==> src/rtl/adder_lab_pkg.sv <==
// Shared types and constants for the 4-bit adder lab front end.
// The ADD_SEQ_DEBOUNCE_EN build option only affects button_conditioner; nothing here depends on it.
package adder_lab_pkg;

  localparam int ADDER_WIDTH = 4;

  typedef enum logic [1:0] {
    WAIT_A = 2'd0,
    WAIT_B = 2'd1,
    SETTLE = 2'd2,
    SHOW   = 2'd3
  } seq_state_t;

endpackage

==> src/rtl/button_conditioner.sv <==
// Button front end: 2-FF synchronizer, optional debounce (ADD_SEQ_DEBOUNCE_EN), rising-edge pulse.
// The pulse is combinational from registered state, so it lands 2 cycles after the raw level change.
module button_conditioner #(
  parameter int DEBOUNCE_CYCLES = 500000
) (
  input  logic clk,
  input  logic rst_n,
  input  logic btn,
  output logic pulse
);

  logic sync1_reg;
  logic sync2_reg;
  logic prev_reg;
  logic stable;

  always_ff @(posedge clk or negedge rst_n) begin
    if (!rst_n) begin
      sync1_reg <= 1'b0;
      sync2_reg <= 1'b0;
    end else begin
      sync1_reg <= btn;
      sync2_reg <= sync1_reg;
    end
  end

`ifdef ADD_SEQ_DEBOUNCE_EN
  localparam int CNT_W = $clog2(DEBOUNCE_CYCLES + 1);
  localparam logic [CNT_W-1:0] CNT_LAST = CNT_W'(DEBOUNCE_CYCLES - 1);

  logic [CNT_W-1:0] cnt_reg;
  logic             stable_reg;

  // Count consecutive cycles that disagree with the accepted level; any agreement restarts the count.
  always_ff @(posedge clk or negedge rst_n) begin
    if (!rst_n) begin
      cnt_reg    <= '0;
      stable_reg <= 1'b0;
    end else if (sync2_reg == stable_reg) begin
      cnt_reg <= '0;
    end else if (cnt_reg == CNT_LAST) begin
      cnt_reg    <= '0;
      stable_reg <= sync2_reg;
    end else begin
      cnt_reg <= cnt_reg + CNT_W'(1);
    end
  end

  assign stable = stable_reg;
`else
  assign stable = sync2_reg;
`endif

  always_ff @(posedge clk or negedge rst_n) begin
    if (!rst_n) begin
      prev_reg <= 1'b0;
    end else begin
      prev_reg <= stable;
    end
  end

  assign pulse = stable & ~prev_reg;

endmodule

==> src/rtl/adder_operand_sequencer.sv <==
// Captures A, then B/carry-in from switches on button presses and latches the adder's {cout, sum}.
// Debounce inside the button conditioners is enabled by defining ADD_SEQ_DEBOUNCE_EN.
module adder_operand_sequencer
  import adder_lab_pkg::*;
#(
  parameter int WIDTH           = ADDER_WIDTH,
  parameter int DEBOUNCE_CYCLES = 500000
) (
  input  logic             clk,
  input  logic             rst_n,
  input  logic [WIDTH-1:0] sw,
  input  logic             cin_sw,
  input  logic             btn_next,
  input  logic             btn_clear,
  output logic [WIDTH-1:0] op_a,
  output logic [WIDTH-1:0] op_b,
  output logic             op_cin,
  input  logic [WIDTH-1:0] sum,
  input  logic             cout,
  output logic [WIDTH:0]   result,
  output logic             result_valid,
  output logic [1:0]       phase
);

  logic [1:0] btn_raw;
  logic [1:0] btn_pulse;
  logic       next_p;
  logic       clear_p;

  assign btn_raw = {btn_clear, btn_next};

  generate
    for (genvar gi = 0; gi < 2; gi++) begin : g_btn
      button_conditioner #(
        .DEBOUNCE_CYCLES(DEBOUNCE_CYCLES)
      ) u_cond (
        .clk  (clk),
        .rst_n(rst_n),
        .btn  (btn_raw[gi]),
        .pulse(btn_pulse[gi])
      );
    end
  endgenerate

  assign next_p  = btn_pulse[0];
  assign clear_p = btn_pulse[1];

  seq_state_t       state_reg,  state_next;
  logic [WIDTH-1:0] op_a_reg,   op_a_next;
  logic [WIDTH-1:0] op_b_reg,   op_b_next;
  logic             op_cin_reg, op_cin_next;
  logic [WIDTH:0]   result_reg, result_next;
  logic             valid_reg,  valid_next;

  always_ff @(posedge clk or negedge rst_n) begin
    if (!rst_n) begin
      state_reg  <= WAIT_A;
      op_a_reg   <= '0;
      op_b_reg   <= '0;
      op_cin_reg <= 1'b0;
      result_reg <= '0;
      valid_reg  <= 1'b0;
    end else begin
      state_reg  <= state_next;
      op_a_reg   <= op_a_next;
      op_b_reg   <= op_b_next;
      op_cin_reg <= op_cin_next;
      result_reg <= result_next;
      valid_reg  <= valid_next;
    end
  end

  always_comb begin
    state_next  = state_reg;
    op_a_next   = op_a_reg;
    op_b_next   = op_b_reg;
    op_cin_next = op_cin_reg;
    result_next = result_reg;
    valid_next  = valid_reg;
    if (clear_p) begin
      // Clear overrides any simultaneous next press, in every state.
      state_next  = WAIT_A;
      op_a_next   = '0;
      op_b_next   = '0;
      op_cin_next = 1'b0;
      result_next = '0;
      valid_next  = 1'b0;
    end else begin
      case (state_reg)
        WAIT_A: begin
          if (next_p) begin
            op_a_next  = sw;
            state_next = WAIT_B;
          end
        end
        WAIT_B: begin
          if (next_p) begin
            op_b_next   = sw;
            op_cin_next = cin_sw;
            state_next  = SETTLE;
          end
        end
        SETTLE: begin
          // Operands have been stable through the combinational adder for a full cycle.
          result_next = {cout, sum};
          valid_next  = 1'b1;
          state_next  = SHOW;
        end
        SHOW: begin
          if (next_p) begin
            valid_next = 1'b0;
            state_next = WAIT_A;
          end
        end
        default: state_next = WAIT_A;
      endcase
    end
  end

  assign op_a         = op_a_reg;
  assign op_b         = op_b_reg;
  assign op_cin       = op_cin_reg;
  assign result       = result_reg;
  assign result_valid = valid_reg;
  assign phase        = state_reg;

endmodule

==> config.mk <==
export PLATFORM = sky130hd
export DESIGN_NAME = adder_operand_sequencer
export DESIGN_NICKNAME = d
export VERILOG_FILES = /design/src/rtl/adder_lab_pkg.sv /design/src/rtl/button_conditioner.sv /design/src/rtl/adder_operand_sequencer.sv
export SDC_FILE = /design/constraint.sdc
export NUM_CORES = 1
export LEC_CHECK = 0
export ABC_AREA = 1
export CAP_MARGIN = 20
export CORE_MARGIN = 1.5
export CORE_UTILIZATION = 35
export CTS_CLUSTER_SIZE = 24
export DETAILED_ROUTE_END_ITERATION = 16
export HOLD_SLACK_MARGIN = 0.15
export REMOVE_ABC_BUFFERS = 1
export SYNTH_ARGS = -nofsm -noshare
export SYNTH_HDL_FRONTEND = slang
export SYNTH_SLANG_ARGS = --single-unit
export TNS_END_PERCENT = 5
==> constraint.sdc <==
create_clock -name clk -period 2.3 [get_ports clk]
set_input_delay 0.46 -clock clk [delete_from_list [all_inputs] [get_ports clk]]
set_output_delay 0.46 -clock clk [all_outputs]
set_load 0.01 [all_outputs]
Word-level counts from Yosys, hierarchy flattened
Cells that the tools add are included.
Storage, ports and cells
  flip-flop bits (word level): 23
  input port bits: 14
  word-level logic and storage cells: 50
Operators by class
  equal/unequal tests: 6
  mux-type cells: 18
  bitwise gates (word level): 4
  reductions and logical operators: 10
Operator list (count)
  $mux 4: 5
  $mux 5: 2
  $ne 3x2->1 const B: 3
  $mux 2: 4
  $pmux 2 s4: 1
  $reduce_bool 2->1: 4
  $reduce_and 2->1: 3
  $mux 1: 5
  $eq 2x2->1 const B: 2
  $reduce_and 3->1: 1
  $reduce_bool 3->1: 1
  $and 1x1->1: 2
  $eq 2x1->1 const B: 1
  $logic_not 2->1: 1
  $not 1->1: 2
  $pmux 1 s2: 1

Longest topological paths before layout
  depth in word-level cells: 5
  depth in mapped cells: 7

By module
A second synthesis with hierarchy kept.
Second synthesis, totals
  cells, all modules: 109
  area, all modules: 1006.0 µm²
By module, submodules not included
  adder_operand_sequencer: times used 1, cells each 99, area each 835.8 µm², sequential area each 425.4 µm²
  button_conditioner: times used 2, cells each 5, area each 85.1 µm², sequential area each 75.1 µm²

Worst setup path before layout
OpenSTA, ideal clock, no wires.
  path type: reg-to-reg
  from: register state_reg[0], in the netlist phase[0]
  to: register state_reg[0], in the netlist phase[0]
  library setup time: 117 ps
  arrival: 1095 ps
  data required time: 2183 ps
  slack: 1089 ps
  cell stages (with the launch flop): 8
  path through: dfrtp_1 -> inv_1 -> ha_1 -> buf_2 -> nor2_1 -> nor2_1 -> nand2_1 -> nand2_1
On the way
  word-level cells in the longest chain between the ends: 3
  elaborated cells on any way between the ends: 10
  those cells by class: eq/ne: 6; mux: 2; reduce/logical: 2
Ends and longest elaborated chain
  start, declared: line adder_operand_sequencer.sv:48  | seq_state_t state_reg, state_next;
  start signal, assigned: line adder_operand_sequencer.sv:64  | state_reg <= state_next;
  $eq 2x2->1, or another cell as far along: line adder_operand_sequencer.sv:89  | case (state_reg)
  $pmux 2 s4 or $ne 3x2->1 (tied branches)
  $mux 2 or $reduce_and 3->1 (tied branches)
Several ways; a longest one is shown, not always the timed one.
A chain may end at the register's enable or synchronous reset.

Worst setup path in the final report
  from: register state_reg[0], in the netlist phase[0]
  to: output port phase[0]
RTL lines
  end, declared: line adder_operand_sequencer.sv:22  | output logic [1:0] phase
No word-level cell between the ends.

==> impl_metrics.env <==
export IMPL_status="finished, final reports clean"
export IMPL_final_common_cell="nand2_1"
export IMPL_grt_max_degree=24
export IMPL_crit_chain="clkdlybuf4s50_1"
export IMPL_cts_buffers=3
export IMPL_cts_sinks=23
export IMPL_hold_viol_final=0
export IMPL_drt_total_wl_mm=2.003
export IMPL_yosysSeqAreaShare_pct=55.83
export IMPL_grt_first_pass_wirelength_mm=3.339
export IMPL_cts_max_path_buffers=2
export IMPL_max_stage_delay_ns=0.56
export IMPL_synth_seq_cells=23
export IMPL_grt_use_total_pct=13.14
export IMPL_powerDensity_nw_per_um2=964.0
export IMPL_core_area_sq_um=2781
export IMPL_rr_endpoint="phase[0]"
export IMPL_drtPass1Iterations=4
export IMPL_crit_required_ns=1.84
export IMPL_cts_tree="built"
export IMPL_reg2reg_depth=6
export IMPL_power_frac_seq_pct=43.4
export IMPL_die_area_sq_um=3280
export IMPL_critPathKind="register to output pin"
export IMPL_syn_avg_cell_area_sq_um=8.888
export IMPL_antenna_found_initial=0
export IMPL_synth_area_sq_um=1031
export IMPL_cts_resized=0
export IMPL_root_buffer="clkbuf_4"
export IMPL_vias_per_cell=4.661
export IMPL_largest_reg_flops=5
export IMPL_clk_latency_ns=0.30
export IMPL_drc=0
export IMPL_rsz0062_at_grt="false"
export IMPL_slew_violations=0
export IMPL_syn2layout_area_growth_pct=34.34
export IMPL_floorplan_initialDensity_pct=37.07
export IMPL_netlist_instances=116
export IMPL_hpwl_mm=1.516
export IMPL_critPathBufInv=1
export IMPL_fin_skew_ns=0.007253
export IMPL_arrival_ns=1.29
export IMPL_drt_iter0_drc=16
export IMPL_ant_nets=0
export IMPL_holdPathStages=0
export IMPL_p_sw_share_pct=34.59
export IMPL_drv_cap=0
export IMPL_crit_path_end_kind="output pin"
export IMPL_finalSetupTns_ns=0
export IMPL_post_cts_buffers=0
export IMPL_ios=31
export IMPL_power_mw=1.335
export IMPL_r2r_start="phase[0]"
export IMPL_crit_slowest_cell="clkdlybuf4s50_1"
export IMPL_grt_remaining_overflow=0
export IMPL_setup_viol=0
export IMPL_tightestPinTransition_ns=0.3022
export IMPL_netSwitchingPower_mw=0.4619
export IMPL_internal_power_mw=0.8733
export IMPL_period_needed_ns=1.747
export IMPL_layout_drive_gt1_share_pct=8.725
export IMPL_grt_pass1_vias=748
export IMPL_ys_warn_count=0
export IMPL_timing_final_crit_share_pct=75.96
export IMPL_antenna_cells=0
export IMPL_io_buffer_count=30
export IMPL_postCtsHoldBufs=0
export IMPL_nets=169
export IMPL_post_drt_wl_per_cell_um=11.13
export IMPL_via_count=839
export IMPL_power_frac_comb_pct=43.4
export IMPL_fmax_mhz=572.4
export IMPL_gp_congestion=0.8052
export IMPL_pwr_share_clk_pct=13.1
export IMPL_min_path_type="register to register"
export IMPL_layout_common_cells="37 x nand2_1, 30 x clkdlybuf4s50_1, 23 x dfrtp_1"
export IMPL_cts_htree_levels=1
export IMPL_hp_start="g_btn[1].u_cond.sync1_reg"
export IMPL_ff2ff_setup_slack_ns=1.00
export IMPL_crit_path_start_kind="register"
export IMPL_cp_max_fo=5
export IMPL_hold_end="g_btn[1].u_cond.stable"
export IMPL_die_h_um=57.28
export IMPL_leakagePower_nw=0.7171
export IMPL_std_cell_rows=19
export IMPL_path_delay_family="buffers and inverters"
export IMPL_synth_cell_type_count=15
export IMPL_path_clk_slew_ns=0.12
export IMPL_peakVddDrop_uv=598.7
export IMPL_dieWidth_um=57.28
export IMPL_relSlewSlack_pct=79.85
[area by class of cell]
class	count	area, sq um
fillers	286	1396
flip-flops and latches	23	575.6
multi-input cells	77	382.9
repair buffers	31	307.8
inverters	14	52.55
well taps	31	38.79
clock buffers	3	22.52
clock inverters	1	5.005
[per-stage QoR]
stage | area [sq um] | cells | utilization, % | hold slack (ns) | setup slack, ns
3_3_place_gp | 1358 | 176 | 48.81 | 0.3326 | 0.9064
2_1_floorplan | 1011 | 114 | - | 0.1644 | 1.128
4_1_cts | 1385 | 180 | 49.80 | 0.3663 | 0.5250
5_1_grt | 1385 | 180 | 49.80 | 0.3852 | 0.4929
6_report | 1385 | 180 | 49.80 | 0.3621 | 0.5529
3_5_place_dp | 1358 | 176 | 48.81 | 0.3371 | 0.8781
[power by group through the flow]
stage          registers (mW)  clock network, mW  logic, mW
6_report                0.580              0.175      0.580
5_1_grt                 0.595              0.204      0.652
4_1_cts                 0.581              0.188      0.588
3_5_place_dp            0.590                  0      0.586
3_3_place_gp            0.585                  0      0.576
2_1_floorplan           0.634                  0      0.245
[Yosys cell counts]
master	n	share of area, %
nand3_1	19	9.2
buf_8	1	1.5
ha_1	5	6.1
nor2_4	1	1.1
nand2_4	1	1.1
buf_2	1	0.48
dfrtp_1	23	56
clkinv_1	1	0.36
nand2_2	1	0.61
nor2_2	3	1.8
nor2_1	9	3.3
o21ai_0	1	0.48
inv_2	2	0.73
inv_1	11	4.0
nand2_1	37	13
[how the worst max path moves through the flow]
stage | from | depth (start not counted) | slack [ns] | endpoint
final | phase[0] | 1 | 0.55 | phase[0]
after global routing | phase[0] | 1 | 0.49 | phase[0]
after CTS | phase[0] | 1 | 0.53 | phase[0]
after detailed placement | phase[0] | 1 | 0.88 | phase[0]
after global placement | phase[0] | 1 | 0.91 | phase[0]
after floorplan | phase[0] | 6 | 1.13 | phase[0]
[cells by family (layout without fill, tap and decap cells)]
logic type / count (synthesis) / in the layout / synth area share [%]
compound gates: 1 / 1 / 0.4850
simple gates: 71 / 71 / 30.58
flops: 23 / 23 / 55.83
fa+ha+maj: 5 / 5 / 6.068
buf+inv: 16 / 49 / 7.038
[layer usage]
layer | routed length [um] | vias up | GRT usage, %
li1 | - | 429 | -
met1 | 961 | 389 | 16.18
met2 | 922 | 19 | 21.51
met3 | 101 | 2 | 5.442
met4 | 17 | 0 | 3.322
met5 | 0 | - | 0
No activity file was read; power rests on OpenSTA's default activity.
